--- src/rtl/instruction_fetch_queue_if.sv ---
// -----------------------------------------------------------------------------
// instruction_fetch_queue_if
//   Groups the instruction-memory request/response bus and the datapath
//   consumer/redirect bus of the instruction fetch queue.
//
//   master : fetch queue side (drives requests and the head instruction)
//   slave  : environment side (memory + datapath)
//
//   IMemReq     fetch request, address valid while high
//   IMemAddr    word-aligned fetch address
//   IMemAck     memory accepts the request (meaningful only while IMemReq=1)
//   IMemValid   response word valid
//   IMemData    returned instruction word
//   InstrValid  head entry available
//   Instruction head instruction word
//   InstrPC     PC of the head instruction
//   InstrTake   consumer pops the head this cycle
//   Redirect    flush and restart fetch
//   RedirectPC  new fetch address, sampled with Redirect
// -----------------------------------------------------------------------------
interface instruction_fetch_queue_if;
   logic        IMemReq;
   logic [31:0] IMemAddr;
   logic        IMemAck;
   logic        IMemValid;
   logic [31:0] IMemData;
   logic        InstrValid;
   logic [31:0] Instruction;
   logic [31:0] InstrPC;
   logic        InstrTake;
   logic        Redirect;
   logic [31:0] RedirectPC;

   modport master (
      output IMemReq, IMemAddr, InstrValid, Instruction, InstrPC,
      input  IMemAck, IMemValid, IMemData, InstrTake, Redirect, RedirectPC
   );

   modport slave (
      input  IMemReq, IMemAddr, InstrValid, Instruction, InstrPC,
      output IMemAck, IMemValid, IMemData, InstrTake, Redirect, RedirectPC
   );
endinterface

--- src/rtl/instruction_fetch_queue.sv ---
// -----------------------------------------------------------------------------
// instruction_fetch_queue
//   Prefetch buffer between instruction memory and decode. Issues sequential
//   word fetches with at most one request outstanding, buffers returned words
//   with their PCs in a DEPTH-entry FIFO, and hands them to the datapath over a
//   valid/take handshake. Redirect flushes the buffer and restarts fetch.
//
// Parameters
//   DEPTH     FIFO entries (power of two, >= 2)
//   RESET_PC  first fetch address after reset
//
// Ports
//   Clk    sole clock, rising edge
//   Reset  asynchronous, active-high reset
//   bus    instruction_fetch_queue_if.master (memory + datapath handshakes)
//
// Build option
//   FETCHQ_BYPASS_EN  when defined, a response arriving while the FIFO is empty
//                     is presented on the outputs in the same cycle and, if
//                     taken, is never written to the FIFO. Undefined: fixed
//                     one-cycle response-to-InstrValid latency, no
//                     combinational path from the memory response to outputs.
// -----------------------------------------------------------------------------
module instruction_fetch_queue #(
   parameter int unsigned DEPTH    = 4,
   parameter logic [31:0] RESET_PC = 32'h0000_0000
) (
   input  logic                      Clk,
   input  logic                      Reset,
   instruction_fetch_queue_if.master bus
);

   localparam int unsigned PTR_W = $clog2(DEPTH);
   localparam int unsigned CNT_W = PTR_W + 1;
   localparam logic [CNT_W-1:0] FULL_COUNT = CNT_W'(DEPTH);

   typedef enum logic [1:0] {
      ST_FETCH = 2'd0,
      ST_WAIT  = 2'd1,
      ST_DROP  = 2'd2
   } state_t;

   state_t           r_state;
   state_t           w_next_state;

   logic [31:0]      r_fetch_pc;
   logic [31:0]      r_req_pc;
   logic [31:0]      r_fifo_pc    [DEPTH];
   logic [31:0]      r_fifo_instr [DEPTH];
   logic [PTR_W-1:0] r_rd_ptr;
   logic [PTR_W-1:0] r_wr_ptr;
   logic [CNT_W-1:0] r_count;

   logic             w_empty;
   logic             w_full;
   logic             w_req;
   logic             w_accept;
   logic             w_resp;
   logic             w_bypass;
   logic             w_bypass_take;
   logic             w_push;
   logic             w_pop;

   // --------------------------------------------------------------------------
   // Handshake qualification
   // --------------------------------------------------------------------------
   always_comb begin
      w_empty  = (r_count == '0);
      w_full   = (r_count == FULL_COUNT);
      // Space is checked only at issue: with one request in flight the count
      // cannot grow before that response returns.
      w_req    = (r_state == ST_FETCH) && !w_full && !bus.Redirect && !Reset;
      w_accept = w_req && bus.IMemAck;
      w_resp   = (r_state == ST_WAIT) && bus.IMemValid && !bus.Redirect;
`ifdef FETCHQ_BYPASS_EN
      w_bypass = w_resp && w_empty;
`else
      w_bypass = 1'b0;
`endif
      // A bypassed word that is taken immediately never enters the FIFO.
      w_bypass_take = w_bypass && bus.InstrTake;
      w_push        = w_resp && !w_bypass_take;
      w_pop         = !w_empty && bus.InstrTake && !bus.Redirect;
   end

   // --------------------------------------------------------------------------
   // Outputs
   // --------------------------------------------------------------------------
   always_comb begin
      bus.IMemReq     = w_req;
      bus.IMemAddr    = r_fetch_pc;
      bus.InstrValid  = !w_empty || w_bypass;
      bus.Instruction = r_fifo_instr[r_rd_ptr];
      bus.InstrPC     = r_fifo_pc[r_rd_ptr];
      if (w_bypass) begin
         bus.Instruction = bus.IMemData;
         bus.InstrPC     = r_req_pc;
      end
   end

   // --------------------------------------------------------------------------
   // Fetch FSM
   // --------------------------------------------------------------------------
   always_ff @(posedge Clk or posedge Reset) begin
      if (Reset) begin
         r_state <= ST_FETCH;
      end else begin
         r_state <= w_next_state;
      end
   end

   always_comb begin
      w_next_state = r_state;
      unique case (r_state)
         ST_FETCH: begin
            // w_accept is already gated by Redirect, so a redirect holds FETCH.
            if (w_accept) begin
               w_next_state = ST_WAIT;
            end
         end
         ST_WAIT: begin
            if (bus.IMemValid) begin
               w_next_state = ST_FETCH;
            end else if (bus.Redirect) begin
               // The in-flight response belongs to the old stream; swallow it.
               w_next_state = ST_DROP;
            end
         end
         ST_DROP: begin
            if (bus.IMemValid) begin
               w_next_state = ST_FETCH;
            end
         end
         default: w_next_state = ST_FETCH;
      endcase
   end

   // --------------------------------------------------------------------------
   // Fetch address tracking
   // --------------------------------------------------------------------------
   always_ff @(posedge Clk or posedge Reset) begin
      if (Reset) begin
         r_fetch_pc <= RESET_PC;
         r_req_pc   <= '0;
      end else if (bus.Redirect) begin
         r_fetch_pc <= bus.RedirectPC;
      end else if (w_accept) begin
         r_req_pc   <= r_fetch_pc;
         r_fetch_pc <= r_fetch_pc + 32'd4;
      end
   end

   // --------------------------------------------------------------------------
   // FIFO storage, pointers and occupancy
   // --------------------------------------------------------------------------
   always_ff @(posedge Clk or posedge Reset) begin
      if (Reset) begin
         for (int unsigned i = 0; i < DEPTH; i++) begin
            r_fifo_pc[i]    <= '0;
            r_fifo_instr[i] <= '0;
         end
      end else if (w_push) begin
         r_fifo_pc[r_wr_ptr]    <= r_req_pc;
         r_fifo_instr[r_wr_ptr] <= bus.IMemData;
      end
   end

   always_ff @(posedge Clk or posedge Reset) begin
      if (Reset) begin
         r_rd_ptr <= '0;
         r_wr_ptr <= '0;
         r_count  <= '0;
      end else if (bus.Redirect) begin
         r_rd_ptr <= '0;
         r_wr_ptr <= '0;
         r_count  <= '0;
      end else begin
         if (w_push) begin
            r_wr_ptr <= r_wr_ptr + PTR_W'(1);
         end
         if (w_pop) begin
            r_rd_ptr <= r_rd_ptr + PTR_W'(1);
         end
         unique case ({w_push, w_pop})
            2'b10:   r_count <= r_count + CNT_W'(1);
            2'b01:   r_count <= r_count - CNT_W'(1);
            default: r_count <= r_count;
         endcase
      end
   end

endmodule

--- src/flat_wrapper.sv ---
// flat-port wrapper written by rule: the top's interface ports become plain ports
module instruction_fetch_queue_flat 
#(
   parameter int unsigned DEPTH    = 4,
   parameter logic [31:0] RESET_PC = 32'h0000_0000
)
  (Clk, Reset, bus_IMemReq, bus_IMemAddr, bus_InstrValid, bus_Instruction, bus_InstrPC, bus_IMemAck, bus_IMemValid, bus_IMemData, bus_InstrTake, bus_Redirect, bus_RedirectPC);
  instruction_fetch_queue_if bus_i ();
  input  logic Clk;
  input  logic Reset;
  output wire logic [$bits(bus_i.IMemReq)-1:0] bus_IMemReq;
  output wire logic [$bits(bus_i.IMemAddr)-1:0] bus_IMemAddr;
  output wire logic [$bits(bus_i.InstrValid)-1:0] bus_InstrValid;
  output wire logic [$bits(bus_i.Instruction)-1:0] bus_Instruction;
  output wire logic [$bits(bus_i.InstrPC)-1:0] bus_InstrPC;
  input wire logic [$bits(bus_i.IMemAck)-1:0] bus_IMemAck;
  input wire logic [$bits(bus_i.IMemValid)-1:0] bus_IMemValid;
  input wire logic [$bits(bus_i.IMemData)-1:0] bus_IMemData;
  input wire logic [$bits(bus_i.InstrTake)-1:0] bus_InstrTake;
  input wire logic [$bits(bus_i.Redirect)-1:0] bus_Redirect;
  input wire logic [$bits(bus_i.RedirectPC)-1:0] bus_RedirectPC;
  assign bus_IMemReq = bus_i.IMemReq;
  assign bus_IMemAddr = bus_i.IMemAddr;
  assign bus_InstrValid = bus_i.InstrValid;
  assign bus_Instruction = bus_i.Instruction;
  assign bus_InstrPC = bus_i.InstrPC;
  assign bus_i.IMemAck = bus_IMemAck;
  assign bus_i.IMemValid = bus_IMemValid;
  assign bus_i.IMemData = bus_IMemData;
  assign bus_i.InstrTake = bus_InstrTake;
  assign bus_i.Redirect = bus_Redirect;
  assign bus_i.RedirectPC = bus_RedirectPC;
  instruction_fetch_queue #(.DEPTH(DEPTH), .RESET_PC(RESET_PC)) u_core (.Clk(Clk), .Reset(Reset), .bus(bus_i));
endmodule
--- config.mk ---
export PLATFORM = sky130hd
export DESIGN_NAME = instruction_fetch_queue_flat
export DESIGN_NICKNAME = d
export VERILOG_FILES = /design/src/rtl/instruction_fetch_queue_if.sv /design/src/rtl/instruction_fetch_queue.sv /design/src/flat_wrapper.sv
export SDC_FILE = /design/constraint.sdc
export NUM_CORES = 1
export LEC_CHECK = 0
export BUFFER_PORTS_ARGS = -buffer_cell sky130_fd_sc_hd__buf_2
export CORE_MARGIN = 2
export CORE_UTILIZATION = 45
export CTS_BUF_LIST = sky130_fd_sc_hd__clkbuf_16
export CTS_CLUSTER_SIZE = 8
export DETAILED_ROUTE_END_ITERATION = 8
export PLACE_DENSITY = 0.66
export SLEW_MARGIN = 30
export SYNTH_ARGS = -nofsm -noshare
export SYNTH_HDL_FRONTEND = slang
export SYNTH_SLANG_ARGS = --single-unit
--- constraint.sdc ---
create_clock -name Clk -period 9.8 [get_ports Clk]
set_input_delay 0.98 -clock Clk [delete_from_list [all_inputs] [get_ports Clk]]
set_output_delay 0.98 -clock Clk [all_outputs]
set_load 0.01 [all_outputs]
# [Word level (Yosys, flattened, before mapping)]
# Cells that the tools add are included.
[totals] in_bits=70 regBits=329
[classes] reduce_logical=21 magnitude_cmp=3 muxes=23 n_bitwise=3 add_sub_neg=5 n_eq_ne=8
[ops] cell="bitwise mux 128 bit" n=2
[ops] cell="two-way mux 32 bit" n=7
[ops] cell="binary-select mux 32 bit (select 2 bit)" n=2
[ops] cell="demux 32 bit (select 2 bit)" n=1
[ops] cell="adder 32 x 3 -> 32 bit, second input constant" n=1
[ops] cell="two-way mux 2 bit" n=8
[ops] cell="logical AND 1 bit" n=9
[ops] cell="greater-or-equal comparator 3 bit, second input constant" n=2
[ops] cell="inverter 2 -> 3 bit" n=2
[ops] cell="one-hot mux 2 bit (3 select lines)" n=1
[ops] cell="one-hot mux 3 bit (2 select lines)" n=1
[ops] cell="nonzero test 2 bit" n=3
[ops] cell="adder 2 x 1 -> 2 bit, second input constant" n=2
[ops] cell="== test 2 x 1 -> 1 bit, second input constant" n=2
[ops] cell="== test 2 bit, second input constant" n=2
[ops] cell="zero test 1 bit" n=4
[ops] cell="adder 3 x 1 -> 3 bit, second input constant" n=1
[ops] cell="== test 3 bit, second input constant" n=1
[ops] cell="zero test 3 bit" n=1
[ops] cell="less-than comparator 3 x 1 -> 1 bit, second input constant" n=1
[ops] cell="two-way mux 3 bit" n=1
[ops] cell="inequality test 3 bit, second input constant" n=1
[ops] cell="AND reduction 3 bit" n=1
[ops] cell="nonzero test 3 bit" n=1
[ops] cell="other kinds (6)" n=6

# [Longest topological paths before layout]
# Gate-level depths: netlist of run 1.
[logic_depth] depth_word=8 depth_mapped=7 mapped_depth_nobuf=6

# [Worst setup path before layout of run 1]
# No wires, ideal clock.
[synth_timing] path_type="input port to flip-flop" start="input bus_Redirect" end="register u_core.r_count[2]" path_slack_ns=6.853 path_stages=7 required_time_ns=9.675 path_buffers=3 arrival_time_ns=2.822 path_cell_list="clkbuf_1 > buf_1 > buf_1 > nor2_1 > fa_1 > mux2_2 > mux2_2"
[synth_via] elab_chain_cells=5 word_cells_on_any_way=8 classes_between="eq/ne: 2; mux: 2; reduce/logical: 4"
[synth_rtl] item="start, declared" line_no="flat_wrapper.sv:20" text="input wire logic [$bits(bus_i.Redirect)-1:0] bus_Redirect;"
[synth_rtl] item="zero test 1 bit" line_no="instruction_fetch_queue.sv:74, instruction_fetch_queue.sv:83"
[synth_rtl] item="logical AND 1 bit (on tied branches)" line_no="instruction_fetch_queue.sv:83, instruction_fetch_queue.sv:74"
[synth_rtl] item="== test 2 x 1 -> 1 bit or == test 2 bit (tied branches)" line_no="instruction_fetch_queue.sv:184" text="unique case ({w_push, w_pop})"
[synth_rtl] item="one-hot mux 3 bit (2 select lines)" line_no="instruction_fetch_queue.sv:184"
[synth_rtl] item="two-way mux 3 bit" line_no="instruction_fetch_queue.sv:173" text="end else if (bus.Redirect) begin"
[synth_rtl] item="end signal, assigned" line_no="instruction_fetch_queue.sv:185" text="2'b10: r_count <= r_count + CNT_W'(1);"
[synth_rtl] item="end signal, assigned" line_no="instruction_fetch_queue.sv:186" text="2'b01: r_count <= r_count - CNT_W'(1);"
[synth_rtl] item="end signal, assigned" line_no="instruction_fetch_queue.sv:187" text="default: r_count <= r_count;"
[synth_rtl] item="end, declared" line_no="instruction_fetch_queue.sv:52" text="logic [CNT_W-1:0] r_count;"
# Several ways; a longest one is shown, not always the timed one.
# A chain may end at the register's enable or synchronous reset.

# [Worst setup path after layout of run 1]
[layout_timing] start="register u_core.r_rd_ptr[0]" end="output bus_Instruction[31]"
[layout_via] elab_chain_cells=4
[layout_rtl] item="start, declared" line_no="instruction_fetch_queue.sv:50" text="logic [PTR_W-1:0] r_rd_ptr;"
[layout_rtl] item="start signal, assigned" line_no="instruction_fetch_queue.sv:182" text="r_rd_ptr <= r_rd_ptr + PTR_W'(1);"
[layout_rtl] item="inverter 2 -> 3 bit (implied by the code)" line_no="instruction_fetch_queue.sv:93" text="bus.Instruction = r_fifo_instr[r_rd_ptr];"
[layout_rtl] item="binary-select mux 32 bit (select 2 bit)" line_no="instruction_fetch_queue.sv:93"
[layout_rtl] item="two-way mux 32 bit (implied by the code) (2 in series)" line_no="instruction_fetch_queue.sv:93"
[layout_rtl] item="end, declared" line_no="flat_wrapper.sv:14" text="output wire logic [$bits(bus_i.Instruction)-1:0] bus_Instruction;"
# Every way passes these cells. The select of a mux whose other input is x is not followed.

==> results of run 1 <==
power groups by stage:
stage	Sequential (mW)	Combinational [mW]	Clock (mW)
2_1_floorplan	1.70	0.670	0
3_3_place_gp	1.80	0.919	0
3_5_place_dp	1.80	0.937	0
4_1_cts	1.78	0.941	1.43
5_1_grt	1.82	1.01	1.49
6_report	1.78	0.919	1.38
metal layers:
| layer | share of wire | GRT usage | up-vias | wire [um] |
|---|---|---|---|---|
| li1 | - | - | 4190 | - |
| met1 | 0.45 | 0.280 | 4792 | 14600 |
| met2 | 0.47 | 0.307 | 281 | 14900 |
| met3 | 0.057 | 0.0372 | 58 | 1820 |
| met4 | 0.025 | 0.0619 | 0 | 788 |
| met5 | 0 | 0 | - | 0 |
layout make-up:
cell class	instances	area share
clock buffer	47	0.0681
clock inverter	6	0.00246
inverter	7	0.00174
multi-input combinational	650	0.364
sequential	329	0.477
tap	442	0.0320
timing repair buffer	176	0.0548
kinds of logic after synthesis:
family,Yosys count
adder cells (fa/ha/maj),6
AO/OA/AOI/OAI,54
multiplexers,330
flip-flops,329
buffers and inverters,72
XOR/XNOR,10
AND/OR/NAND/NOR,250
worst max-delay path by stage:
stage / from / end / slack (ps) / cells after the start
2_1_floorplan: Reset / u_core.bus.IMemAddr[0] / 4430 / 1
3_3_place_gp: bus_Redirect / u_core.bus.IMemAddr[31] / 5940 / 6
3_5_place_dp: bus_Redirect / u_core.bus.IMemAddr[31] / 5880 / 6
4_1_cts: u_core.r_rd_ptr[0] / bus_Instruction[15] / 5800 / 3
5_1_grt: u_core.r_rd_ptr[0] / bus_Instruction[31] / 5670 / 3
6_report: u_core.r_rd_ptr[0] / bus_Instruction[31] / 5910 / 3
worst max-delay path, cell delays in order, from the launching register on:
cell and delay [ps]:
dfrtp_4 930, buf_4 650, mux4_2 600, buf_2 170
registers in the layout, summed over array words and instances, names as in the netlist:
name	flops
u_core.bus.IMemAddr	32
u_core.r_count	3
u_core.r_fifo_instr	128
u_core.r_fifo_pc	128
u_core.r_rd_ptr	2
u_core.r_req_pc	32
u_core.r_state	2
u_core.r_wr_ptr	2
Yosys cell counts, types with 4 or more instances:
cell type | number | area, um^2
dfrtp_1 | 329 | 8230
mux2_2 | 261 | 2940
nand2_1 | 124 | 465
mux4_2 | 64 | 1440
buf_2 | 36 | 180
nand3_1 | 22 | 110
nor2_1 | 22 | 82.6
clkbuf_1 | 19 | 71.3
nand4_1 | 16 | 100
o21ai_0 | 14 | 70.1
or4_1 | 12 | 90.1
o31ai_1 | 11 | 82.6
nor2b_1 | 9 | 56.3
a31oi_1 | 8 | 50.1
buf_1 | 8 | 30.0
xnor2_1 | 8 | 70.1
inv_1 | 7 | 26.3
nor3_1 | 6 | 30.0
a22oi_1 | 5 | 37.5
and4_1 | 5 | 43.8
ha_1 | 5 | 62.6
mux2i_1 | 5 | 50.1
o311ai_0 | 5 | 43.8
or3_1 | 5 | 31.3
and2_1 | 4 | 25.0
and3_1 | 4 | 25.0
nor4_1 | 4 | 25.0
metrics by stage:
step | hold slack, ps | instance area [um^2] | util | std cells | power (mW)
final | 497 | 17300 | 0.532 | 1657 | 4.08
after global routing | 507 | 17300 | 0.532 | 1657 | 4.32
after CTS | 498 | 17200 | 0.531 | 1656 | 4.15
after detailed placement | 487 | 16000 | 0.494 | 1603 | 2.74
after global placement | 481 | 16000 | 0.492 | 1603 | 2.71
after floorplan | 474 | 14800 | - | 1051 | 2.37
==> impl_results.md, run 1 <==
* Starting Density at 0.455
* Post-synth EDFFs at 0
* Simple-gate share of the synthesized area at 0.0844
* Post-route antenna net violation count at 0
* Post-synthesis adder-cell area fraction at 0.00559
* Via count at 9,321
* Internal power at 2.90 mW
* R2R Path End: u_core.bus.IMemAddr[31]
* Syn avg cell area at 14.0 um^2
* Clock power share at 0.338
* Register-to-Register Path Depth at 4
* Critical Path RT at 8820 ps
* Number of global-route vias before repair at 9,828
* Fin. max-slew vios at 0
* Iteration-0 DRC Markers at 456
* Yosys cell types at 50
* Critical Path Start Type: register
* Setup-failing EPs final at 0
* Post-CTS setup buffers at 0
* Largest family of logic cells by synthesized area: multiplexers
* Dpl hpwl at 19,100 um
* WL final at 32,100 um
* I/O Pins at 168
* Number of CTS-inserted buffers at 47
* Initial antenna violation count at 0
* Synthesis Warnings at 0
* RR Startpoint: u_core.r_state[1]
* Crit Path Category: register to output pin
* GP Congestion at 0.809
* Hold EP: u_core.r_fifo_instr[3]
* Fillers at 2,750
* H-tree levels at 2
* Wire per inst at 19.4 um
* Hold Fails Final Rpt at 0
* Diodes inserted at 0
* Clk_lat worst skew at 530 ps
* Status: finished clean
* R2r setup slk at 6940 ps
* Top_reg_cell synth: dfrtp_1
* # nets final at 1,287
* Post-place setup slack at 5880 ps
* Area of the multi-input gates at 6280 um^2
* Setup TNS at 0 ps
* Peak supply drop at 0.120 mV
* First-pass detailed-route iteration total at 4
* Most frequent cells in the layout: 327 x dfrtp_1, 261 x mux2_2, 167 x buf_2, 120 x nand2_1, 64 x mux4_2
* Post-synthesis compound-gate area fraction at 0.0244
* Core Region at 32,500 um^2
* Area Growth Syn to Fin at 17.0%
* Hold path start: u_core.r_fifo_instr[3]
* Worst Hold Class: register to register
* Clock sinks at 329
* Xor and xnor area share after synthesis at 0.00593
* Seq. cell area at 8240 um^2
* Worst-Margin Slew at 889 ps
* Resize count post-CTS at 0
* Fin crit share at 0.397
* DRC at 0
* Synth Register Bits at 329
* Power per standard cell area at 236 nW/um^2
* Sw Share at 0.288
* Cts hold-fix bufs at 0
* Most common cell after layout, fill and taps aside: dfrtp_1
* Gr ovfl total at 0
* Fraction of layout cells with a size suffix above 1 at 0.469
* Die Y-Extent at 185 um
* Gr usage total at 0.197
* Switching power at 1.18 mW
* CTS root buf: clkbuf_16
* Worst setup margin at 5910 ps
* Unrepaired setup endpoints after global routing: false
* WP data arrival at 2910 ps
* First-pass GRT wire length at 53,100 um
* Cell count after synthesis at 1,051
* Asr flop ratio synth at 1.00
* Post-synthesis mux area share at 0.300
* Max-slew headroom at 0.407
* Largest net degree at the start of global routing at 182
* Post-Syn Area at 14,800 um^2
* FMAX at 0.257 GHz
* Leak at 8.32 nW
* Die W at 185 um
* Clock skew at 15.9 ps
* CTS clock-pin slew for the worst setup and hold paths at 50 ps
* Via density at 5.63
* PortBufs at 167
* CTS Buffer Depth at 3
* # Max-Cap Violations at 0
* Combinational group share of total power at 0.225
* Crit end category: output pin
* Site Rows at 66
* Die Area at 34,300 um^2
* Sequential Power Share at 0.437
* CTS tree: yes
* Hold path cells at 1
* Post-Syn Nets at 1,127
* Max FO, Critical Path at 36
* Post-synthesis sequential area ratio at 0.558
* Post-layout min period at 3890 ps
No activity file was read; power rests on OpenSTA's default activity.
==> inputs of run 2 (changes only) <==
--- a/config.mk
+++ b/config.mk
@@ -11,7 +11,6 @@
 export CTS_BUF_LIST = sky130_fd_sc_hd__clkbuf_16
 export CTS_CLUSTER_SIZE = 8
 export DETAILED_ROUTE_END_ITERATION = 8
-export PLACE_DENSITY = 0.66
 export SLEW_MARGIN = 30
 export SYNTH_ARGS = -nofsm -noshare
 export SYNTH_HDL_FRONTEND = slang
==> constraint.sdc (replaced) <==
create_clock -name Clk -period 3.95 [get_ports Clk]
set_input_delay 0.395 -clock Clk [delete_from_list [all_inputs] [get_ports Clk]]
set_output_delay 0.395 -clock Clk [all_outputs]
set_load 0.01 [all_outputs]
==> impl_results.md, run 2 (synthesis gave the netlist of run 1 again) <==
* Sw Share at 0.289
* RR Startpoint: u_core.r_state[1]
* Stages on worst setup path at 3
* Number of CTS-inserted buffers at 47
* Combinational group share of total power at 0.233
* Gr usage total at 0.195
* Critical path's top delay family: buffers and inverters
* Largest net degree at the start of global routing at 102
* Clock power share at 0.343
* Worst-Margin Slew at 914 ps
* CTS root buf: clkbuf_16
* Post-layout min period at 2770 ps
* GP Congestion at 0.785
* WL final at 32,600 um
* Hold Fails Final Rpt at 0
* DRC at 0
* Sequential Power Share at 0.424
* First-pass detailed-route iteration total at 5
* CTS clock-pin slew for the worst setup and hold paths at 50 ps
* Fin crit share at 0.702
* Switching power at 2.96 mW
* Crit Path Category: register to output pin
* Dpl hpwl at 20,400 um
* Max-slew headroom at 0.389
* CP Capture Point: bus_Instruction[31]
* Fin Hold WS at 60.0 ps
* CTS Buffer Depth at 3
* Peak supply drop at 0.342 mV
* Diodes inserted at 0
* Via count at 9,166
* PortBufs at 167
* Crit path cell chain: buf_4 > mux4_2 > buf_2
* Most frequent cells in the layout: 327 x dfrtp_1, 261 x mux2_2, 167 x buf_2, 120 x nand2_1, 64 x mux4_2
* Site Rows at 66
* Area Growth Syn to Fin at 18.0%
* Register-to-Register Path Depth at 4
* Critical Path Start Type: register
* Critical Path RT at 3560 ps
* Die W at 185 um
* FMAX at 0.361 GHz
* Wire per inst at 19.6 um
* Power per standard cell area at 590 nW/um^2
* # Max-Cap Violations at 0
* Iteration-0 DRC Markers at 493
* Number of global-route vias before repair at 9,539
* H-tree levels at 2
* Core Region at 32,500 um^2
* Worst Hold Class: input port to register
* Gr ovfl total at 0
* Die Y-Extent at 185 um
* Setup-failing EPs final at 0
* Final Cell Area at 17,400 um^2
* CP startpoint: u_core.r_rd_ptr[0]
* I/O Pins at 168
* Post-DP Area at 16,100 um^2
* Internal power at 7.31 mW
* Via density at 5.50
* Clock skew at 12.1 ps
* WP data arrival at 2380 ps
* Status: finished clean
* Clk_lat worst skew at 540 ps
* Unrepaired setup endpoints after global routing: false
* Die Area at 34,300 um^2
* Initial antenna violation count at 0
* Leak at 8.39 nW
* R2R Path End: u_core.r_fifo_instr[103]
* Slowest-stage cell, CP: mux4_2
* Post-route antenna net violation count at 0
* Power, Total at 10.3 mW
* Clock sinks at 329
* First-pass GRT wire length at 52,300 um
* R2r setup slk at 1360 ps
* Post-place setup slack at 1320 ps
* Top flop regs: u_core.r_fifo_instr: 128 flops, u_core.r_fifo_pc: 128 flops
* Starting Density at 0.455
* Fin. max-slew vios at 0
* Placed Instances at 1,610
* Worst setup margin at 1180 ps
* Max FO, Critical Path at 22
* Most common cell after layout, fill and taps aside: dfrtp_1
* WP buf/inv at 2
* # nets final at 1,295
* Fraction of layout cells with a size suffix above 1 at 0.471
* Layout Cells excl Fill at 1,666
* Slowest stage delay, CP at 600 ps
* Post-CTS setup buffers at 0
* Crit end category: output pin
* CTS tree: yes
==> run 2: cell count changes in the layout (fill, tap and decap cells not counted), sizes merged <==
cell,change
inv,-2
dlygate4sd3,+1
buf,+7
bufinv,+1
clkinv,+2
==> run 2: area by class of cell <==
class | count | area (um^2)
clock buffers | 47 | 1180
clock inverters | 7 | 93.8
fillers | 2745 | 15000
inverters | 7 | 30.0
multi-input cells | 650 | 6280
flip-flops and latches | 329 | 8240
well taps | 442 | 553
repair buffers | 184 | 1040
==> run 2: power groups by stage <==
| stage | Sequential, mW | Combinational [mW] | Clock [mW] |
|---|---|---|---|
| 2_1_floorplan | 4.21 | 1.66 | 0 |
| 3_3_place_gp | 4.38 | 2.40 | 0 |
| 3_5_place_dp | 4.40 | 2.44 | 0 |
| 4_1_cts | 4.36 | 2.44 | 3.62 |
| 5_1_grt | 4.44 | 2.62 | 3.77 |
| 6_report | 4.35 | 2.39 | 3.52 |
==> run 2: layer usage <==
| metal | vias up | share of wire | wire, um | GRT usage |
|---|---|---|---|---|
| li1 | 4194 | - | - | - |
| met1 | 4687 | 0.48 | 15800 | 0.289 |
| met2 | 240 | 0.45 | 14500 | 0.297 |
| met3 | 45 | 0.052 | 1710 | 0.0354 |
| met4 | 0 | 0.016 | 534 | 0.0505 |
| met5 | - | 0 | 0 | 0 |
==> run 2: worst min-delay path by stage <==
stage | slack, ps | endpoint | cells past startpoint | startpoint
after global placement | 480 | u_core.r_fifo_instr[50] | 1 | u_core.r_fifo_instr[50]
after floorplan | 460 | u_core.r_state[1] | 1 | bus_IMemValid
after global routing | 50 | u_core.r_state[1] | 2 | bus_IMemValid
final | 60 | u_core.r_state[1] | 2 | bus_IMemValid
after detailed placement | 480 | u_core.r_req_pc[0] | 2 | u_core.bus.IMemAddr[0]
after CTS | 30 | u_core.r_state[1] | 2 | bus_IMemValid
==> run 2: timing repair <==
item | CTS | global route
hold endpoints to repair | 0 | 17
hold buffers | 0 | 1
gates resized for setup | 0 | 0
==> run 2: through the flow <==
stage           util  TNS (ps)
2_1_floorplan      -   -275600
6_report       0.536         0
3_5_place_dp   0.496         0
5_1_grt        0.536         0
3_3_place_gp   0.495         0
4_1_cts        0.535         0
